## config.mk

```make
export PLATFORM = sky130hd
export DESIGN_NAME = clock_set_controller
export DESIGN_NICKNAME = d
export VERILOG_FILES = /design/src/rtl/clock_pkg.sv /design/src/rtl/clock_set_controller_wrap_counter.sv /design/src/rtl/clock_set_controller.sv
export SDC_FILE = /design/constraint.sdc
export NUM_CORES = 1
export LEC_CHECK = 0
export CORE_MARGIN = 10
export CORE_UTILIZATION = 69
export CTS_CLUSTER_SIZE = 40
export DETAILED_ROUTE_END_ITERATION = 12
export DONT_BUFFER_PORTS = 1
export PLACE_DENSITY = 0.95
export SLEW_MARGIN = 20
export SYNTH_ARGS = -nofsm -noshare
export SYNTH_HDL_FRONTEND = slang
export SYNTH_HIERARCHICAL = 1
export SYNTH_SLANG_ARGS = --single-unit
```

## constraint.sdc

```tcl
create_clock -name clk -period 6.5 [get_ports clk]
set_input_delay 1.3 -clock clk [delete_from_list [all_inputs] [get_ports clk]]
set_output_delay 1.3 -clock clk [all_outputs]
set_load 0.02 [all_outputs]
```

## src/rtl/clock_pkg.sv

```systemverilog
// Shared encodings and widths for the time-set sequencer.
package clock_pkg;

  localparam int HRS_W   = 5;
  localparam int MS_W    = 6;
  localparam int HRS_MAX = 23;
  localparam int MIN_MAX = 59;

  typedef enum logic [2:0] {
    RUN     = 3'd0,
    SET_HRS = 3'd1,
    SET_MIN = 3'd2,
    SET_SEC = 3'd3,
    LOAD    = 3'd4
  } state_t;

  localparam logic [1:0] FLD_NONE = 2'd0;
  localparam logic [1:0] FLD_HRS  = 2'd1;
  localparam logic [1:0] FLD_MIN  = 2'd2;
  localparam logic [1:0] FLD_SEC  = 2'd3;

  function automatic logic is_edit(input state_t s);
    return (s == SET_HRS) || (s == SET_MIN) || (s == SET_SEC);
  endfunction

endpackage

```

## src/rtl/clock_set_controller_wrap_counter.sv

```systemverilog
// Registered up/down field with wrap at MAX; out-of-range values wrap to 0 on any step.
module wrap_counter #(
  parameter int W   = 6,
  parameter int MAX = 59
) (
  input  logic         clk,
  input  logic         rst_n,
  input  logic         load,
  input  logic [W-1:0] load_val,
  input  logic         inc,
  input  logic         dec,
  output logic [W-1:0] q
);

  localparam logic [W-1:0] MAXV = W'(MAX);

  always_ff @(posedge clk) begin
    if (!rst_n) begin
      q <= '0;
    end else if (load) begin
      q <= load_val;
    end else if (inc && !dec) begin
      q <= (q >= MAXV) ? '0 : q + W'(1);
    end else if (dec && !inc) begin
      // a captured out-of-range value snaps to 0 rather than stepping down
      if (q > MAXV)       q <= '0;
      else if (q == '0)   q <= MAXV;
      else                q <= q - W'(1);
    end
  end

endmodule

```

## src/rtl/clock_set_controller.sv

```systemverilog
// Edit-session sequencer: captures live time, steps hrs/min/sec fields, loads the core.
module clock_set_controller
  import clock_pkg::*;
#(
  parameter int BLINK_CYCLES  = 50_000_000,
  parameter int TIMEOUT_TICKS = 30
) (
  input  logic              clk,
  input  logic              rst_n,
  input  logic              tick_1hz,
  input  logic              btn_mode,
  input  logic              btn_up,
  input  logic              btn_down,
  input  logic [HRS_W-1:0]  cur_hrs,
  input  logic [MS_W-1:0]   cur_min,
  input  logic [MS_W-1:0]   cur_sec,
  output logic [HRS_W-1:0]  set_hrs,
  output logic [MS_W-1:0]   set_min,
  output logic [MS_W-1:0]   set_sec,
  output logic              load_time,
  output logic              edit_active,
  output logic [1:0]        edit_field,
  output logic              blank_field
);

  localparam int BW = (BLINK_CYCLES > 1) ? $clog2(BLINK_CYCLES) : 1;
  localparam int TW = $clog2(TIMEOUT_TICKS + 1);

  state_t        state;
  logic [TW-1:0] idle_cnt;
  logic [BW-1:0] blink_cnt;
  logic          phase;

  logic capture, inc, dec, field_entry;

  // mode wins over up/down; up and down together cancel
  assign inc         = btn_up & ~btn_down & ~btn_mode;
  assign dec         = btn_down & ~btn_up & ~btn_mode;
  assign capture     = (state == RUN) & btn_mode;
  assign field_entry = btn_mode & ((state == RUN) | (state == SET_HRS) | (state == SET_MIN));

  wrap_counter #(.W(HRS_W), .MAX(HRS_MAX)) u_hrs (
    .clk      (clk),
    .rst_n    (rst_n),
    .load     (capture),
    .load_val (cur_hrs),
    .inc      (inc & (state == SET_HRS)),
    .dec      (dec & (state == SET_HRS)),
    .q        (set_hrs)
  );

  wrap_counter #(.W(MS_W), .MAX(MIN_MAX)) u_min (
    .clk      (clk),
    .rst_n    (rst_n),
    .load     (capture),
    .load_val (cur_min),
    .inc      (inc & (state == SET_MIN)),
    .dec      (dec & (state == SET_MIN)),
    .q        (set_min)
  );

  wrap_counter #(.W(MS_W), .MAX(MIN_MAX)) u_sec (
    .clk      (clk),
    .rst_n    (rst_n),
    .load     (capture),
    .load_val (cur_sec),
    .inc      (inc & (state == SET_SEC)),
    .dec      (dec & (state == SET_SEC)),
    .q        (set_sec)
  );

  always_ff @(posedge clk) begin
    if (!rst_n) begin
      state       <= RUN;
      load_time   <= 1'b0;
      edit_field  <= FLD_NONE;
      edit_active <= 1'b0;
      idle_cnt    <= '0;
    end else begin
      load_time <= 1'b0;
      case (state)
        RUN: begin
          if (btn_mode) begin
            state       <= SET_HRS;
            edit_field  <= FLD_HRS;
            edit_active <= 1'b1;
            idle_cnt    <= '0;
          end
        end
        SET_HRS, SET_MIN, SET_SEC: begin
          if (btn_mode) begin
            idle_cnt <= '0;
            case (state)
              SET_HRS: begin state <= SET_MIN; edit_field <= FLD_MIN; end
              SET_MIN: begin state <= SET_SEC; edit_field <= FLD_SEC; end
              default: begin
                state       <= LOAD;
                load_time   <= 1'b1;
                edit_field  <= FLD_NONE;
                edit_active <= 1'b0;
              end
            endcase
          end else if (btn_up | btn_down) begin
            idle_cnt <= '0;
          end else if (tick_1hz) begin
            if (idle_cnt == TW'(TIMEOUT_TICKS - 1)) begin
              state       <= RUN;
              edit_field  <= FLD_NONE;
              edit_active <= 1'b0;
              idle_cnt    <= '0;
            end else begin
              idle_cnt <= idle_cnt + TW'(1);
            end
          end
        end
        LOAD:    state <= RUN;
        default: state <= RUN;
      endcase
    end
  end

  // restart the blink on each field change so the new field is shown first
  always_ff @(posedge clk) begin
    if (!rst_n) begin
      blink_cnt <= '0;
      phase     <= 1'b0;
    end else if (field_entry) begin
      blink_cnt <= '0;
      phase     <= 1'b0;
    end else if (blink_cnt == BW'(BLINK_CYCLES - 1)) begin
      blink_cnt <= '0;
      phase     <= ~phase;
    end else begin
      blink_cnt <= blink_cnt + BW'(1);
    end
  end

  assign blank_field = phase & edit_active;

endmodule

```

==> qor.csv <==
stage,metric,value,unit
worst_hold_path,hold_depth,2,
routing,dr.pass1.iters,5,
routing,via_per_inst,6.94,
floorplan,core-area,5540,um2
logic_synthesis,synth.cell_area,3940,um2
cells_and_area,final_common_cell,dfxtp_1,
logic_synthesis,yosys.area_share.simple,32.0,%
sta,finClkSkew,13.4,ps
routing,antenna_left,0,
setup_path,reg2reg_slack,3930,ps
sta,maxSlewHeadroom,31.6,%
power,powerDensity,185,nW/um2
status,status,"complete, no violations",
clocking,cts_tree,built,
setup_path,rr_endpoint,u_min/q[1],
logic_synthesis,synth_compound_area_share,24.9,%
logic_synthesis,synth-edff-count,0,
sta,post-route-min-period,2980,ps
setup_path,crit_required,6700,ps
logic_synthesis,synthCells,501,
logic_synthesis,async_flop_share,0,%
sta,setup-violations-final,0,
sta,tns,0,ps
power,clkPwrFrac,26.2,%
clocking,post_cts_resized,0,
power,seqPwrFrac,55.6,%
cells_and_area,mostFrequentLayoutCells,"dfxtp_1, a21oi_1, nor2_1",
setup_path,end_kind,flip-flop,
sta,fmax,336,MHz
setup_path,timing.rr.start,state[1],
power,switching_share,32.6,%
routing,vias,3856,
sta,hold_violations,0,
routing,route.detailed.drc,0,
power,vdd_drop_max,0.112,mV
logic_synthesis,synth_top_family_by_area,simple AND/OR/NAND/NOR gates,
logic_synthesis,yosys_warnings,6,
worst_hold_path,hold_path.class,flip-flop to flip-flop,
clocking,clk_pin_slew,100,ps
clocking,cts-root-buf,clkbuf_8,
logic_synthesis,seq_area_frac_synth,28.4,%
placed_design,place_hpwl,6960,um
power,power_switching,238,uW
sta,maxSlewViolCount,0,
cells_and_area,nNetsFinal,516,
flow_run,drv_cap,0,
logic_synthesis,synth-main-ff-cell,dfxtp_1,
logic_synthesis,syn_avg_cell_area,7.87,um2
grt,grt_pass1_vias,3530,
placed_design,gp_congestion,0.931,
worst_hold_path,hold_path_startpoint,blink_cnt[15],
routing,routed_wl,9690,um
cells_and_area,area_growth,0.0316,%
floorplan,start_util,71.2,%
sta,whs,500,ps
placed_design,io_buffers,0,
routing,drt-initial-drc-count,392,
clocking,cts_buffers,5,
floorplan,row_count,27,
logic_synthesis,synth_fp_nets,535,
power,comb_power_share,18.2,%
clocking,postCtsHoldBufs,0,
clocking,clk_latency,320,ps
clocking,clkSinkCount,56,
sta,rsz0062_at_grt,no,
grt,antenna_found_initial,1,
logic_synthesis,synth-xor-area-share,3.78,%
setup_path,worstRegToRegCells,6,
logic_synthesis,yosys_register_bits,56,
worst_hold_path,holdPathEnd,blink_cnt[15],
clocking,cts_max_level,2,
sta,worstMarginPinSlew,1030,ps
grt,overflow,0,
setup_path,critical_path_class,input port to flip-flop,
setup_path,start_kind,input port,
setup_path,cp_max_fo,9,
floorplan,die_w,95.6,um
logic_synthesis,synth_cell_types,67,
cells_and_area,drive_gt1_share,7.25,%
clocking,cts.repair_timing.setup_buffer_count,0,
floorplan,die_h,95.6,um
logic_synthesis,synthAdderAreaFrac,3.49,%
floorplan,io_pins,45,
grt,grt_pass1_wl,15900,um
logic_synthesis,synth_mux_area_share,0.539,%
grt,track_usage,20.5,%
routing,post_drt_wl_per_cell,17.4,um
power,p_leak,1.33,nW
grt,grt_max_degree,32,
clocking,cts_buffer_depth,2,
power,power.internal,492,uW
setup_path,critical_path_arrival,3180,ps
floorplan,dieArea,9140,um2
sta,fin_crit_sh,45.8,%
==> synth_stat cells, types with 4 or more instances <==
cell type	count	area, um2
dfxtp_1	56	1120
a21oi_1	43	215
nor2_1	39	146
nand2_1	38	143
nand3_1	33	165
o21ai_0	24	120
inv_1	18	67.6
o31ai_1	14	105
nor3_1	12	60.1
ha_1	11	138
nand2b_1	11	68.8
nand4_1	11	68.8
a31oi_1	10	62.6
o211ai_1	10	75.1
or4_1	10	75.1
and3_1	9	56.3
xor2_1	9	78.8
buf_2	8	40.0
xnor2_1	8	70.1
buf_6	7	78.8
clkbuf_1	7	26.3
nor2b_1	7	43.8
nor4_1	7	43.8
a41oi_1	5	43.8
and4_1	5	43.8
or2_2	5	31.3
a211oi_1	4	30.0
a32o_1	4	40.0
o22ai_1	4	25.0
==> per-layer routing <==
metal | vias up | wire length (um) | track usage [%]
li1 | 1848 | - | -
met1 | 1795 | 3920 | 24.5
met2 | 191 | 4810 | 34.8
met3 | 22 | 772 | 3.77
met4 | 0 | 184 | 9.58
met5 | - | 0 | 0
==> logic make-up (layout without fill, tap and decap cells) <==
family / Yosys count / in the layout
AOI/OAI and AO/OA: 147 / 147
xor gates and xnor gates: 17 / 17
adders and majority gates: 11 / 11
and+or+nand+nor: 222 / 222
buffers and inverters: 46 / 28
DFF: 56 / 56
muxes: 2 / 2
other: 0 / 1
==> registers in the layout (all words and copies together), names as in the netlist <==
signal and flops:
phase 1, edit_active 1, state 3, edit_field 2
idle_cnt 5, u_sec/q 6, u_min/q 6, u_hrs/q 5
blink_cnt 26, load_time 1
==> power groups by stage <==
stage / Clock [mW] / Combinational [mW] / Sequential [mW]
6_report: 0.191 / 0.133 / 0.406
5_1_grt: 0.208 / 0.145 / 0.409
4_1_cts: 0.193 / 0.130 / 0.405
3_5_place_dp: 0 / 0.129 / 0.413
3_3_place_gp: 0 / 0.123 / 0.412
2_1_floorplan: 0 / 0.130 / 0.392
==> worst max path at each step <==
stage                      end  startpoint  depth (start not counted)  slack [ps]
floorplan           u_sec/q[1]    btn_mode                          7        3450
global placement    u_min/q[1]    btn_down                          6        3340
detailed placement  u_min/q[1]    btn_down                          6        3240
CTS                 u_min/q[1]    btn_down                          6        3580
global route        u_min/q[4]    btn_down                          6        3360
finish              u_min/q[1]    btn_down                          6        3520
==> per-stage QoR <==
stage	std cells	power [mW]	utilization (%)	setup slack [ps]	area, um2
after floorplan	501	0.522	-	3450	3940
after global placement	547	0.535	69.6	3340	3860
after detailed placement	547	0.542	69.6	3240	3860
after global routing	556	0.762	71.2	3360	3950
final	556	0.730	71.2	3520	3950
after CTS	555	0.728	71.2	3580	3940
==> final cells by class <==
cell class	count	area (um2)
antenna	1	2.50
clock buffer	7	76.3
fill	444	1600
inverter	18	67.6
multi-input combinational	399	2560
sequential	56	1120
clock inverter	1	8.76
tap	72	90.1
timing repair buffer	2	15.0
==> worst max-delay path, cell delays in order <==
cell      delay [ps]
nand2b_1         160
nor4_1           690
and2b_2          340
nor2_2           330
a21oi_1          130
a32o_1           220
No activity file was read; power rests on OpenSTA's default activity.
